**config.mk**
```make
export PLATFORM = sky130hd
export DESIGN_NAME = uart_tx_arbiter
export DESIGN_NICKNAME = d
export VERILOG_FILES = /design/src/rtl/uart_pkg.sv /design/src/rtl/uart_rr_pick.sv /design/src/rtl/uart_tx_arbiter.sv
export SDC_FILE = /design/constraint.sdc
export NUM_CORES = 1
export LEC_CHECK = 0
export ABC_CLOCK_PERIOD_IN_PS = 5900
export CORE_ASPECT_RATIO = 0.7
export CORE_MARGIN = 8
export CORE_UTILIZATION = 47
export CTS_BUF_LIST = sky130_fd_sc_hd__clkbuf_2 sky130_fd_sc_hd__clkbuf_4 sky130_fd_sc_hd__clkbuf_8
export DETAILED_ROUTE_END_ITERATION = 10
export HOLD_SLACK_MARGIN = 0.06
export PLACE_DENSITY = 0.88
export SLEW_MARGIN = 20
export SYNTH_ARGS = -nofsm -noshare
export SYNTH_HDL_FRONTEND = slang
export SYNTH_SLANG_ARGS = --single-unit
```
**constraint.sdc**
```tcl
create_clock -name clk -period 5.9 [get_ports clk]
set_input_delay 0.885 -clock clk [delete_from_list [all_inputs] [get_ports clk]]
set_output_delay 0.885 -clock clk [all_outputs]
set_load 0.005 [all_outputs]
```
**src/rtl/uart_pkg.sv**
```systemverilog
// Shared types and constants for the UART transmit arbitration path.
package uart_pkg;

  localparam int UART_BYTE_W = 8;

  typedef enum logic [1:0] {
    ST_IDLE      = 2'd0,
    ST_ISSUE     = 2'd1,
    ST_WAIT_BUSY = 2'd2,
    ST_WAIT_DONE = 2'd3
  } arb_state_e;

  function automatic int rr_next(input int idx, input int n);
    return (idx + 1 >= n) ? 0 : idx + 1;
  endfunction

endpackage

```
**src/rtl/uart_rr_pick.sv**
```systemverilog
// Combinational round-robin picker: first set bit of req scanning ptr, ptr+1, ... mod NUM_REQ.
module uart_rr_pick #(
  parameter int  NUM_REQ = 4,
  localparam int ID_W    = (NUM_REQ > 1) ? $clog2(NUM_REQ) : 1
) (
  input  logic [NUM_REQ-1:0] req,
  input  logic [ID_W-1:0]    ptr,
  output logic [NUM_REQ-1:0] gnt,
  output logic [ID_W-1:0]    idx,
  output logic               any
);

  logic [ID_W-1:0] cand;

  always_comb begin
    idx  = '0;
    any  = 1'b0;
    cand = '0;
    // Scan from the farthest offset back towards ptr so the nearest requester wins.
    for (int k = NUM_REQ - 1; k >= 0; k--) begin
      cand = ID_W'((int'(ptr) + k) % NUM_REQ);
      if (req[cand]) begin
        idx = cand;
        any = 1'b1;
      end
    end
    gnt = any ? (NUM_REQ'(1) << idx) : '0;
  end

endmodule

```
**src/rtl/uart_tx_arbiter.sv**
```systemverilog
// Round-robin arbiter sharing one UART transmitter among NUM_REQ byte producers.
// Optional feature: define UART_ARB_LOCK_EN to add req_last and hold the grant until a last byte.
module uart_tx_arbiter
  import uart_pkg::*;
#(
  parameter int  NUM_REQ      = 4,
  parameter int  BUSY_TIMEOUT = 8,
  localparam int ID_W         = (NUM_REQ > 1) ? $clog2(NUM_REQ) : 1
) (
  input  logic                           clk,
  input  logic                           rst,
  input  logic [NUM_REQ-1:0]             req_valid,
  input  logic [NUM_REQ*UART_BYTE_W-1:0] req_data,
`ifdef UART_ARB_LOCK_EN
  input  logic [NUM_REQ-1:0]             req_last,
`endif
  output logic [NUM_REQ-1:0]             req_ready,
  output logic [UART_BYTE_W-1:0]         tx_data,
  output logic                           tx_start,
  input  logic                           tx_busy,
  output logic [ID_W-1:0]                grant_id,
  output logic                           active,
  output logic                           err_pulse
);

  localparam int CNT_W = $clog2(BUSY_TIMEOUT + 1);

  arb_state_e             state_q, state_d;
  logic [ID_W-1:0]        ptr_q, ptr_d;
  logic [ID_W-1:0]        grant_id_q, grant_id_d;
  logic [CNT_W-1:0]       cnt_q, cnt_d;
  logic [UART_BYTE_W-1:0] tx_data_q, tx_data_d;
  logic                   tx_start_q, tx_start_d;
  logic                   active_q, active_d;
  logic                   err_q, err_d;

  logic [NUM_REQ-1:0]     pick_req, pick_gnt;
  logic [ID_W-1:0]        pick_idx, pick_next;
  logic                   pick_any;
  logic [UART_BYTE_W-1:0] pick_byte;
  logic                   can_accept, accept;

`ifdef UART_ARB_LOCK_EN
  logic                   lock_q, lock_d;
  logic                   pick_last;

  assign pick_last = req_last[pick_idx];
`endif

  // While locked only the requester that holds the lock (the last grantee) is eligible.
  always_comb begin
    pick_req = req_valid;
`ifdef UART_ARB_LOCK_EN
    if (lock_q) pick_req = req_valid & (NUM_REQ'(1) << grant_id_q);
`endif
  end

  uart_rr_pick #(
    .NUM_REQ (NUM_REQ)
  ) u_pick (
    .req (pick_req),
    .ptr (ptr_q),
    .gnt (pick_gnt),
    .idx (pick_idx),
    .any (pick_any)
  );

  always_comb begin
    pick_byte = '0;
    for (int i = 0; i < NUM_REQ; i++) begin
      if (pick_idx == ID_W'(i)) pick_byte = req_data[i*UART_BYTE_W +: UART_BYTE_W];
    end
  end

  // A still-busy UART (e.g. after a mid-frame reset of this block) blocks new grants.
  assign can_accept = (state_q == ST_IDLE) && !tx_busy && !rst;
  assign req_ready  = can_accept ? pick_gnt : '0;
  assign accept     = can_accept && pick_any;
  assign pick_next  = ID_W'(rr_next(int'(pick_idx), NUM_REQ));

  always_comb begin
    state_d    = state_q;
    ptr_d      = ptr_q;
    grant_id_d = grant_id_q;
    cnt_d      = cnt_q;
    tx_data_d  = tx_data_q;
    tx_start_d = 1'b0;
    err_d      = 1'b0;
`ifdef UART_ARB_LOCK_EN
    lock_d     = lock_q;
`endif
    case (state_q)
      ST_IDLE: begin
        if (accept) begin
          tx_data_d  = pick_byte;
          grant_id_d = pick_idx;
          tx_start_d = 1'b1;
          state_d    = ST_ISSUE;
`ifdef UART_ARB_LOCK_EN
          lock_d = !pick_last;
          if (pick_last) ptr_d = pick_next;
`else
          ptr_d = pick_next;
`endif
        end
      end
      ST_ISSUE: begin
        cnt_d   = '0;
        state_d = ST_WAIT_BUSY;
      end
      ST_WAIT_BUSY: begin
        if (tx_busy) begin
          state_d = ST_WAIT_DONE;
        end else if (cnt_q == CNT_W'(BUSY_TIMEOUT - 1)) begin
          // UART never acknowledged: drop the byte, keep ptr, release any lock.
          err_d   = 1'b1;
          state_d = ST_IDLE;
`ifdef UART_ARB_LOCK_EN
          lock_d  = 1'b0;
`endif
        end else begin
          cnt_d = cnt_q + CNT_W'(1);
        end
      end
      ST_WAIT_DONE: begin
        if (!tx_busy) state_d = ST_IDLE;
      end
      default: state_d = ST_IDLE;
    endcase
    active_d = (state_d != ST_IDLE);
  end

  always_ff @(posedge clk) begin
    if (rst) begin
      state_q    <= ST_IDLE;
      ptr_q      <= '0;
      grant_id_q <= '0;
      cnt_q      <= '0;
      tx_data_q  <= '0;
      tx_start_q <= 1'b0;
      active_q   <= 1'b0;
      err_q      <= 1'b0;
`ifdef UART_ARB_LOCK_EN
      lock_q     <= 1'b0;
`endif
    end else begin
      state_q    <= state_d;
      ptr_q      <= ptr_d;
      grant_id_q <= grant_id_d;
      cnt_q      <= cnt_d;
      tx_data_q  <= tx_data_d;
      tx_start_q <= tx_start_d;
      active_q   <= active_d;
      err_q      <= err_d;
`ifdef UART_ARB_LOCK_EN
      lock_q     <= lock_d;
`endif
    end
  end

  assign tx_data   = tx_data_q;
  assign tx_start  = tx_start_q;
  assign grant_id  = grant_id_q;
  assign active    = active_q;
  assign err_pulse = err_q;

endmodule
```
* Word-level counts from Yosys, hierarchy flattened
Index checks and enable logic that the tools add are counted.
** Operators by class
- $add $sub $neg :: 5
- $lt $le $gt $ge :: 5
- Eq/ne operators :: 9
- Shifts and indexed selects :: 1
- Mux-type cells :: 33
- Bitwise operators :: 2
- Reduce and logical (&&, ||, !) cells :: 13
** Operators by type and width (count)
- $mux 8 :: 4
- $mux 2 :: 9
- $mux 4 :: 4
- $lt 2x3->1 const B :: 4
- $mux 1 :: 10
- $bmux 1 s2 :: 4
- $eq 2x2->1 const B :: 4
- $pmux 2 s4 :: 1
- $pmux 4 s2 :: 1
- $add 2x2->2 const B :: 2
- $add 4x1->4 const B :: 1
- $eq 2x1->1 const B :: 2
- $eq 4x3->1 const B :: 1
- $logic_not 2->1 :: 2
- $ne 2x2->1 const B :: 2
- $reduce_bool 2->1 :: 2
- $shl 1x2->4 const A :: 1
- $add 2x1->3 const B :: 1
- $ge 3x3->1 const B :: 1
- $logic_and 1x1->1 :: 3
- $reduce_and 3->1 :: 1
- $reduce_or 3->1 :: 1
- $add 2x1->2 const B :: 1
- $logic_not 1->1 :: 2
- other kinds (3) :: 4
** Storage, ports and cells
- Register bits :: 21
- Bits of input ports :: 39
- Output and inout port bits :: 17
- Logic and storage cells :: 76

* Logic depth before layout (Yosys ltp)
Gate-level depths: netlist of run 1.
- Depth in word-level cells :: 12
- Depth in mapped cells :: 11

* Cells and area by module
A second synthesis of run 1 with hierarchy kept.
** Unflattened totals
- Cell total of the unflattened synthesis :: 176
- Area total of the unflattened synthesis :: 1403.8 um^2
** By module, submodules not included
- uart_tx_arbiter :: instances 1, cells an instance 147, area each 1221.2 um^2, seq. area each 420.4 um^2
- uart_rr_pick :: instances 1, cells an instance 29, area each 182.7 um^2, seq. area each 0.0 um^2

* Worst setup path before layout of run 1
No wires, ideal clock.
- Path type :: input-to-output
- Start :: in req_valid[2]
- End :: out req_ready[3]
- Data arrival time :: 2.346 ns
- Data required time :: 5.015 ns
- Path slack :: 2.669 ns
- Stages on the path :: 8
- Path buffers :: 2
- Path through :: nor2b_1 -> nor3_1 -> a21o_1 -> nor2b_1 -> ha_1 -> clkbuf_2 -> clkbuf_1 -> and2_1
** Between the ends
- Cells in the longest elaborated chain, start to end :: 9
- Elaborated cells between the ends (all ways) :: 19
- Classes of those cells :: 1 x shift; 18 x mux
** Ends and longest elaborated chain
- start, declared :: line uart_tx_arbiter.sv:12 : input logic [NUM_REQ-1:0] req_valid,
- $bmux 1 s2 :: line uart_rr_pick.sv:22 : if (req[cand]) begin
- $mux 1 (implied by the code) :: line uart_rr_pick.sv:22
- $mux 2 (3 in series) :: line uart_rr_pick.sv:22
- $mux 2 (*) :: line uart_rr_pick.sv:22
- net pick_idx[0] :: line uart_tx_arbiter.sv:38 : logic [ID_W-1:0] pick_idx, pick_next;
- $shl 1x2->4 (*) :: line uart_rr_pick.sv:27 : gnt = any ? (NUM_REQ'(1) << idx) : '0;
- $mux 4 (*) :: line uart_rr_pick.sv:27
- $mux 4 (*) :: line uart_tx_arbiter.sv:77 : assign req_ready = can_accept ? pick_gnt : '0;
- end, declared :: line uart_tx_arbiter.sv:17 : output logic [NUM_REQ-1:0] req_ready,
The timed path passes the listed nets; every way through them passes the cells marked *. The select of a mux whose other input is x is not followed.

* Worst setup path after layout of run 1
- Start :: in req_valid[1]
- End :: out req_ready[3]
The elaborated chain is that of the path after synthesis.

==> out/qor.txt, run 1 <==
Tmin final -> 4.41 ns
Final Wtd Congestion -> 0.791
post-synth top area cell -> dfxtp_1
antenna fix cells -> 0
critical path class -> primary input to primary output
global route overflow -> 0
vias in the first global route -> 1303
Core Box Area -> 2720 um^2
fmax -> 0.227 GHz
Startpoint Class -> primary input
R2R Setup Slk -> 3.55 ns
synthesized instance count -> 160
clock slew at reported path FFs -> 0.07 ns
pwr/cell area -> 206 nW/um^2
cts bufs inserted -> 3
P_leak -> 0.726 nW
DR top layer -> met4
metal2 WL -> 1.83 mm
setup TNS -> 0 ns
Final Routed Wirelength -> 3.84 mm
commonest non-fill, non-tap cells in the layout -> clkdlybuf4s50_1, dfxtp_1, a21oi_1
skew final -> 0.00248 ns
part of the Yosys area used for sequential elements -> 32.2%
Final Hold Vio Count -> 0
post-CTS setup buffer count -> 0
CTS tree -> built
crit path cell chain -> clkdlybuf4s50_1 > nor2b_1 > nor3_1 > a21o_1 > nor2b_1 > ha_1 > and2_1 > clkdlybuf4s50_1
Bufs on Longest Clock Path -> 2
Ys Warns -> 0
Worst R2R End -> tx_data[0]$_SDFFE_PP0P_
die width -> 79.0 um
largest net degree at the start of global routing -> 18
worst rel slew slack -> 36.3%
r2r startpoint -> ptr_q[1]$_SDFFE_PP0P_
# hold bufs at CTS -> 0
RSZ-0062 raised after global routing -> false
Starting Density -> 47.9%
CP bufs+invs -> 2
WL met3 -> 300 um
total power -> 0.387 mW
Ports -> 56
Critical Path Stages -> 8
status -> finished clean
DRC -> 0
WHS Path Cells -> 2
die height -> 60.1 um
row count -> 16
cells on worst reg2reg path -> 9
slowest CP cell -> ha_1
layout cells sized above 1 -> 10.6%
worst slew pin tran -> 0.952 ns
CTS Root Cell -> clkbuf_8
cts repair resizes -> 0
antenna violations before repair -> 0
Crit path max-delay family -> buffers and inverters
worst min path class -> register to register
Yosys reg bits -> 21
Critical Path RT -> 5.02 ns
Synth cell types -> 37
crit path from -> req_valid[1]
final-stage net count -> 252
H-Tree Depth -> 1
Fillers -> 226
ANT nets after route -> 0
Final period util -> 74.7%
Final setup viols -> 0
Metal-1 WL -> 1.66 mm
first-pass GRT wire length -> 6.33 mm
Synth Cell Area -> 1300 um^2
via count -> 1308
Max-Cap Viols -> 0
Area contributors post-synth -> dfxtp_1, a21oi_1, a221oi_2
Tot GR Track Use -> 16.7%
die area -> 4740 um^2
Avg Cell Area, Syn -> 8.15 um^2
most common cell after layout, fill and taps aside -> clkdlybuf4s50_1
WP data arrival -> 3.52 ns
1st-iter DRT viols -> 94
worst skew pair latency -> 0.26 ns
Max stage delay on crit path -> 0.61 ns
area delta synth->final -> 43.9%
Detailed Routing Iterations Pass 1 -> 4
Syn Nets -> 204
CP max FO -> 17
CP Capture Point -> req_ready[3]
VDD IR-drop max -> 0.181 mV
PortBufs -> 55
wire per inst -> 15.8 um
clock sinks -> 21
share of Yosys cell area claimed by the top area cell type -> 32.2%
max-slew violation count -> 0
hpwl dp -> 3.02 mm
Vias per Instance -> 5.38
Critical Path End Type -> primary output
-- power by group --
part | switching [mW] | internal, mW
registers | 0.00904 | 0.153
logic | 0.0642 | 0.0667
clock network | 0.0468 | 0.0470
total | 0.120 | 0.267
-- through the flow --
stage                     utilization, %  hold WS [ns]  cell area [um^2]  cells  setup slack (ns)
after floorplan                        -         0.459              1300    160              2.67
after global placement              67.2         0.464              1830    239              1.67
after detailed placement            67.2         0.489              1830    239              1.53
after CTS                           68.9         0.509              1880    243              1.53
after global routing                68.9         0.532              1880    243              1.33
final                               68.9         0.500              1880    243              1.49
-- worst register-to-register path: stages, from the launching register on --
cell and delay [ns]:
dfxtp_1 0.41, nand2_1 0.08, a211oi_1 0.23, o21bai_1 0.22, inv_1 0.12, ha_1 0.40, a21oi_1 0.19, o21ai_0 0.13
a221oi_1 0.34, nor3_1 0.09
-- cell usage after synthesis --
cell and number:
dfxtp_1 21, a21oi_1 20, nor2_1 15, nand2_1 13
inv_1 11, o21ai_0 10, a221oi_2 6, clkbuf_1 6
nand3_1 6, nor3_2 6, ha_1 5, and2_1 4
nor2b_1 4, buf_6 3, nand4_1 3, nor3_1 3
a211oi_1 2, a221oi_1 2, nand3b_1 2, a21o_1 1
a21oi_2 1, a31oi_1 1, a32o_1 1, buf_1 1
buf_2 1, clkbuf_2 1, inv_2 1, nand2_2 1
nand2b_1 1, nor2_2 1, nor4_4 1, o2111ai_1 1
o21bai_1 1, o41ai_4 1, or2_1 1, or4_1 1
xor2_1 1
-- logic make-up after synthesis --
logic type,Yosys count,share of synthesized area [%]
compound gates,47,26.8
xor+xnor,1,0.672
fa+ha+maj,5,4.80
buf+inv,24,8.83
flops,21,32.2
simple gates,62,26.7
-- state kept, by name (all words and copies together) (netlist names) --
| signal | count |
|---|---|
| tx_data | 8 |
| ptr_q | 2 |
| err_pulse | 1 |
| cnt_q | 4 |
| tx_start | 1 |
| active | 1 |
| state_q | 2 |
| grant_id | 2 |
-- layout make-up --
| class | count | area [um^2] | area share [%] |
|---|---|---|---|
| multi-input combinational | 115 | 768 | 41.0 |
| timing repair buffer | 55 | 551 | 29.4 |
| sequential | 21 | 420 | 22.4 |
| inverter | 12 | 45.0 | 2.40 |
| tap | 36 | 45.0 | 2.40 |
| clock buffer | 3 | 41.3 | 2.20 |
| clock inverter | 1 | 5.00 | 0.267 |
-- per-layer routing --
metal,GRT usage (%),vias to the layer above
li1,-,656
met1,20.5,587
met2,27.9,61
met3,5.41,4
met4,3.67,0
met5,0,-
-- worst min path at each step --
| stage | from | to |
|---|---|---|
| finish | grant_id[1]$_SDFFE_PP0P_ | grant_id[1]$_SDFFE_PP0P_ |
| global route | cnt_q[1]$_SDFFE_PP0P_ | cnt_q[1]$_SDFFE_PP0P_ |
| CTS | grant_id[0]$_SDFFE_PP0P_ | grant_id[0]$_SDFFE_PP0P_ |
| floorplan | cnt_q[3]$_SDFFE_PP0P_ | cnt_q[3]$_SDFFE_PP0P_ |
| global placement | grant_id[1]$_SDFFE_PP0P_ | grant_id[1]$_SDFFE_PP0P_ |
| detailed placement | grant_id[0]$_SDFFE_PP0P_ | grant_id[0]$_SDFFE_PP0P_ |
Note: power is estimated with default switching activity, not from simulation.
==> inputs of run 2 (changes only) <==
- ABC_CLOCK_PERIOD_IN_PS: 5900 -> 4200
- CORE_UTILIZATION: 47 -> 44
- PLACE_DENSITY: 0.88 -> 0.83
- clock period: 5.9 -> 4.2 ns (I/O delays scaled with it)
==> run 2 against run 1 <==
Critical path depth is 1 higher. Via count is 4.2% higher. Clock skew is 0.0030 ns higher. Global-route usage is 0.11 points lower. Hold slack worse by 0.013 ns. Non-clock buffer count is 5 higher. Core utilization is 0.54 points lower. Sequential power is 40% higher.
==> out/qor.txt, run 2 (same netlist as run 1, synthesis figures left out) <==
worst skew pair latency -> 0.27 ns
WHS Path Cells -> 2
worst min path class -> register to register
CP max FO -> 17
WP data arrival -> 2.86 ns
Detailed Routing Iterations Pass 1 -> 4
vias in the first global route -> 1319
R2R Setup Slk -> 2.03 ns
cells on worst reg2reg path -> 10
Startpoint Class -> primary input
Vias per Instance -> 5.50
1st-iter DRT viols -> 127
Critical Path RT -> 3.57 ns
VDD IR-drop max -> 0.251 mV
Worst R2R End -> tx_data[0]$_SDFFE_PP0P_
Critical Path End Type -> primary output
die height -> 61.5 um
skew final -> 0.00544 ns
Bufs on Longest Clock Path -> 2
Starting Density -> 46.5%
multi-input logic area -> 768 um^2
via count -> 1363
ANT nets after route -> 0
total power -> 0.557 mW
global route overflow -> 0
clock slew at reported path FFs -> 0.08 ns
status -> finished clean
max-slew violation count -> 0
PortBufs -> 55
final-stage net count -> 257
setup TNS -> 0 ns
r2r startpoint -> ptr_q[1]$_SDFFE_PP0P_
Final Hold Vio Count -> 0
Tot GR Track Use -> 16.6%
Tmin final -> 3.49 ns
H-Tree Depth -> 1
largest net degree at the start of global routing -> 18
first-pass GRT wire length -> 6.46 mm
hpwl dp -> 3.04 mm
worst slew pin tran -> 0.326 ns
HP Start -> grant_id[1]$_SDFFE_PP0P_
post-CTS setup buffer count -> 0
# hold bufs at CTS -> 0
Max-Cap Viols -> 0
Final Wtd Congestion -> 0.887
commonest non-fill, non-tap cells in the layout -> clkdlybuf4s50_1, dfxtp_1, a21oi_1
Final setup viols -> 0
Fillers -> 216
CTS Root Cell -> clkbuf_8
Ports -> 56
clock sinks -> 21
worst rel slew slack -> 78.2%
crit path from -> req_valid[0]
P_leak -> 0.747 nW
Min-Delay Endpoint -> grant_id[1]$_SDFFE_PP0P_
fmax -> 0.286 GHz
most common cell after layout, fill and taps aside -> clkdlybuf4s50_1
CTS tree -> built
row count -> 16
Final Routed Wirelength -> 3.88 mm
wire per inst -> 15.7 um
Final period util -> 83.2%
antenna violations before repair -> 0
critical path class -> primary input to primary output
antenna fix cells -> 0
cts repair resizes -> 0
cts bufs inserted -> 3
area delta synth->final -> 46.9%
Core Box Area -> 2800 um^2
layout cells sized above 1 -> 12.7%
Reg area -> 420 um^2
die area -> 4990 um^2
max reg flops -> 8
DRC -> 0
pwr/cell area -> 291 nW/um^2
die width -> 81.1 um
RSZ-0062 raised after global routing -> false
-- run 2: changes by cell type in the layout (fill, tap and decap cells not counted) --
cell | before | now
clkinv_2 | 1 | 0
buf_4 | 0 | 5
clkinvlp_4 | 0 | 1
-- run 2: metrics by stage --
step / setup slack, ns / instances / cell area, um^2 / util (%) / hold WS, ns
6_report: 0.706 / 248 / 1920 / 68.3 / 0.487
5_1_grt: 0.558 / 248 / 1920 / 68.3 / 0.534
4_1_cts: 0.713 / 248 / 1920 / 68.3 / 0.493
3_5_place_dp: 0.727 / 244 / 1870 / 66.6 / 0.475
3_3_place_gp: 0.802 / 244 / 1870 / 66.6 / 0.477
2_1_floorplan: 1.48 / 160 / 1300 / - / 0.459
-- run 2: how the worst max path moves through the flow --
| stage | cells after the start | slack [ns] | endpoint |
|---|---|---|---|
| after floorplan | 8 | 1.48 | req_ready[3] |
| after global placement | 9 | 0.80 | req_ready[2] |
| after detailed placement | 9 | 0.73 | req_ready[2] |
| after CTS | 9 | 0.71 | req_ready[2] |
| after global routing | 9 | 0.56 | req_ready[2] |
| final | 9 | 0.71 | req_ready[2] |
-- run 2: area by class of cell --
type	count	share of cell area (%)
multi-input combinational	115	40.1
timing repair buffer	60	30.7
clock inverter	1	0.392
clock buffer	3	2.16
inverter	12	2.35
sequential	21	21.9
tap	36	2.35
-- run 2: power by group --
part / total, mW / internal, mW / switching, mW
combinational: 0.187 / 0.0970 / 0.0900
sequential: 0.227 / 0.215 / 0.0123
clock: 0.143 / 0.0673 / 0.0755
total: 0.557 / 0.379 / 0.178
-- run 2: critical path, cell delays in order --
cell	delay, ns
clkdlybuf4s50_1	0.57
nor2b_1	0.22
nor3_1	0.07
a21o_1	0.19
o21ai_0	0.13
ha_1	0.20
buf_4	0.21
and2_1	0.14
clkdlybuf4s50_1	0.50
-- run 2: metal layers --
metal	vias to the layer above	track usage (%)	share of wire [%]
met2	49	30.0	50
met4	0	4.05	1.4
met3	7	4.96	8.0
li1	664	-	-
met5	-	0	0
met1	643	18.9	41
==> inputs of run 3 (changes only) <==
- ABC_CLOCK_PERIOD_IN_PS: 4200 -> 3580
- clock period: 4.2 -> 3.58 ns (I/O delays scaled with it)
==> run 3 against run 2 <==
Hold slack improved by 0.0060 ns. Sequential power is 18% higher. Clock skew down 0.0021 ns. Global-route usage is 0.16 points lower. Design area is 0.39% higher. Sequential share of layout area down 0.086 points.
==> out/qor.txt, run 3 (same netlist as run 1, synthesis figures left out) <==
DRC -> 0
metal2 WL -> 1.97 mm
antenna fix cells -> 0
multi-input logic area -> 768 um^2
HP Start -> grant_id[1]$_SDFFE_PP0P_
# hold bufs at CTS -> 0
area delta synth->final -> 47.5%
PortBufs -> 55
VDD IR-drop max -> 0.280 mV
row count -> 16
r2r startpoint -> ptr_q[1]$_SDFFE_PP0P_
final-stage net count -> 258
cts repair resizes -> 0
Critical Path RT -> 3.04 ns
CTS tree -> built
WP data arrival -> 2.67 ns
cells on worst reg2reg path -> 10
RSZ-0062 raised after global routing -> false
sw frac -> 31.9%
CP bufs+invs -> 3
CP max FO -> 5
first-pass GRT wire length -> 6.38 mm
most frequent CP cell -> clkdlybuf4s50_1
Critical Path Stages -> 8
internal power -> 0.447 mW
fmax -> 0.312 GHz
crit path cell chain -> clkdlybuf4s50_1 > nor2b_1 > a211oi_1 > o21bai_1 > inv_1 > ha_1 > and2_1 > clkdlybuf4s50_1
switching power of the nets -> 0.210 mW
global route overflow -> 0
worst min path class -> register to register
Ports -> 56
setup TNS -> 0 ns
Flop pwr share -> 40.7%
critical path class -> primary input to primary output
Final period util -> 89.5%
CTS Root Cell -> clkbuf_8
Tot GR Track Use -> 16.4%
Reg area -> 420 um^2
Vias per Instance -> 5.50
most common cell after layout, fill and taps aside -> clkdlybuf4s50_1
Core Box Area -> 2800 um^2
Max-Cap Viols -> 0
Final Wtd Congestion -> 0.846
Bufs on Longest Clock Path -> 2
total power -> 0.656 mW
max-slew violation count -> 0
Starting Density -> 46.5%
post-CTS setup buffer count -> 0
clock slew at reported path FFs -> 0.08 ns
R2R Setup Slk -> 1.37 ns
worst hold slack -> 0.493 ns
status -> finished clean
Comb pwr share -> 34.2%
H-Tree Depth -> 1
die area -> 4990 um^2
slowest CP cell -> clkdlybuf4s50_1
worst skew pair latency -> 0.27 ns
largest net degree at the start of global routing -> 17
worst slew pin tran -> 0.372 ns
WHS Path Cells -> 2
Final setup viols -> 0
Final Hold Vio Count -> 0
crit path from -> req_valid[1]
clock share of power -> 25.1%
Crit path max-delay family -> buffers and inverters
antenna violations before repair -> 0
pwr/cell area -> 341 nW/um^2
Critical Path End Type -> primary output
P_leak -> 0.751 nW
Fillers -> 222
max reg flops -> 8
ANT nets after route -> 0
Max stage delay on crit path -> 0.61 ns
Final Routed Wirelength -> 4.04 mm
layout cells sized above 1 -> 13.1%
hpwl dp -> 3.15 mm
Tmin final -> 3.20 ns
worst rel slew slack -> 75.2%
Detailed Routing Iterations Pass 1 -> 4
WL met3 -> 270 um
Startpoint Class -> primary input
via count -> 1370
cts bufs inserted -> 3
die width -> 81.1 um
Metal-1 WL -> 1.74 mm
wire per inst -> 16.2 um
vias in the first global route -> 1310
DR top layer -> met4
clock sinks -> 21
commonest non-fill, non-tap cells in the layout -> clkdlybuf4s50_1, dfxtp_1, a21oi_1
1st-iter DRT viols -> 75
die height -> 61.5 um
skew final -> 0.00331 ns
run 3: cell count changes in the layout (fill, tap and decap cells not counted):
cell   before  now
buf_4       5    6
run 3: through the flow:
step / cell area [um^2] / std cells / setup WS (ns) / utilization, %
detailed placement: 1870 / 245 / 0.415 / 66.9
global route: 1920 / 249 / 0.248 / 68.6
finish: 1920 / 249 / 0.377 / 68.6
floorplan: 1300 / 160 / 1.05 / -
global placement: 1870 / 245 / 0.483 / 66.9
CTS: 1920 / 249 / 0.407 / 68.6
run 3: worst register-to-register path, delay by kind of cell (launching register included):
family / cells / cell delay (ns)
buffers and inverters: 2 / 0.30
adders and majority gates: 1 / 0.21
DFF: 1 / 0.40
AOI/OAI and AO/OA: 5 / 1.03
and+or+nand+nor: 2 / 0.16
run 3: final timing paths:
| path | end |
|---|---|
| worst min-delay path | grant_id[1]$_SDFFE_PP0P_ |
| worst max-delay path | req_ready[3] |
| worst max register to register | tx_data[0]$_SDFFE_PP0P_ |
| worst min register to register | grant_id[1]$_SDFFE_PP0P_ |
run 3: power by group through the flow:
stage | combinational (mW) | clock [mW] | sequential, mW
2_1_floorplan | 0.123 | 0 | 0.268
3_5_place_dp | 0.224 | 0 | 0.272
3_3_place_gp | 0.217 | 0 | 0.271
6_report | 0.224 | 0.165 | 0.267
4_1_cts | 0.225 | 0.170 | 0.266
5_1_grt | 0.245 | 0.179 | 0.270
run 3: layout make-up:
| class | count | share of cell area (%) |
|---|---|---|
| tap | 36 | 2.34 |
| clock buffer | 3 | 2.15 |
| inverter | 12 | 2.34 |
| sequential | 21 | 21.9 |
| timing repair buffer | 61 | 31.0 |
| clock inverter | 1 | 0.390 |
| multi-input combinational | 115 | 39.9 |
run 3: routing by layer:
layer  vias to the layer above  global-route usage (%)
met5                         -                       0
met4                         0                    6.08
met3                         7                    4.23
met2                        48                    29.6
met1                       646                    18.5
li1                        669                       -
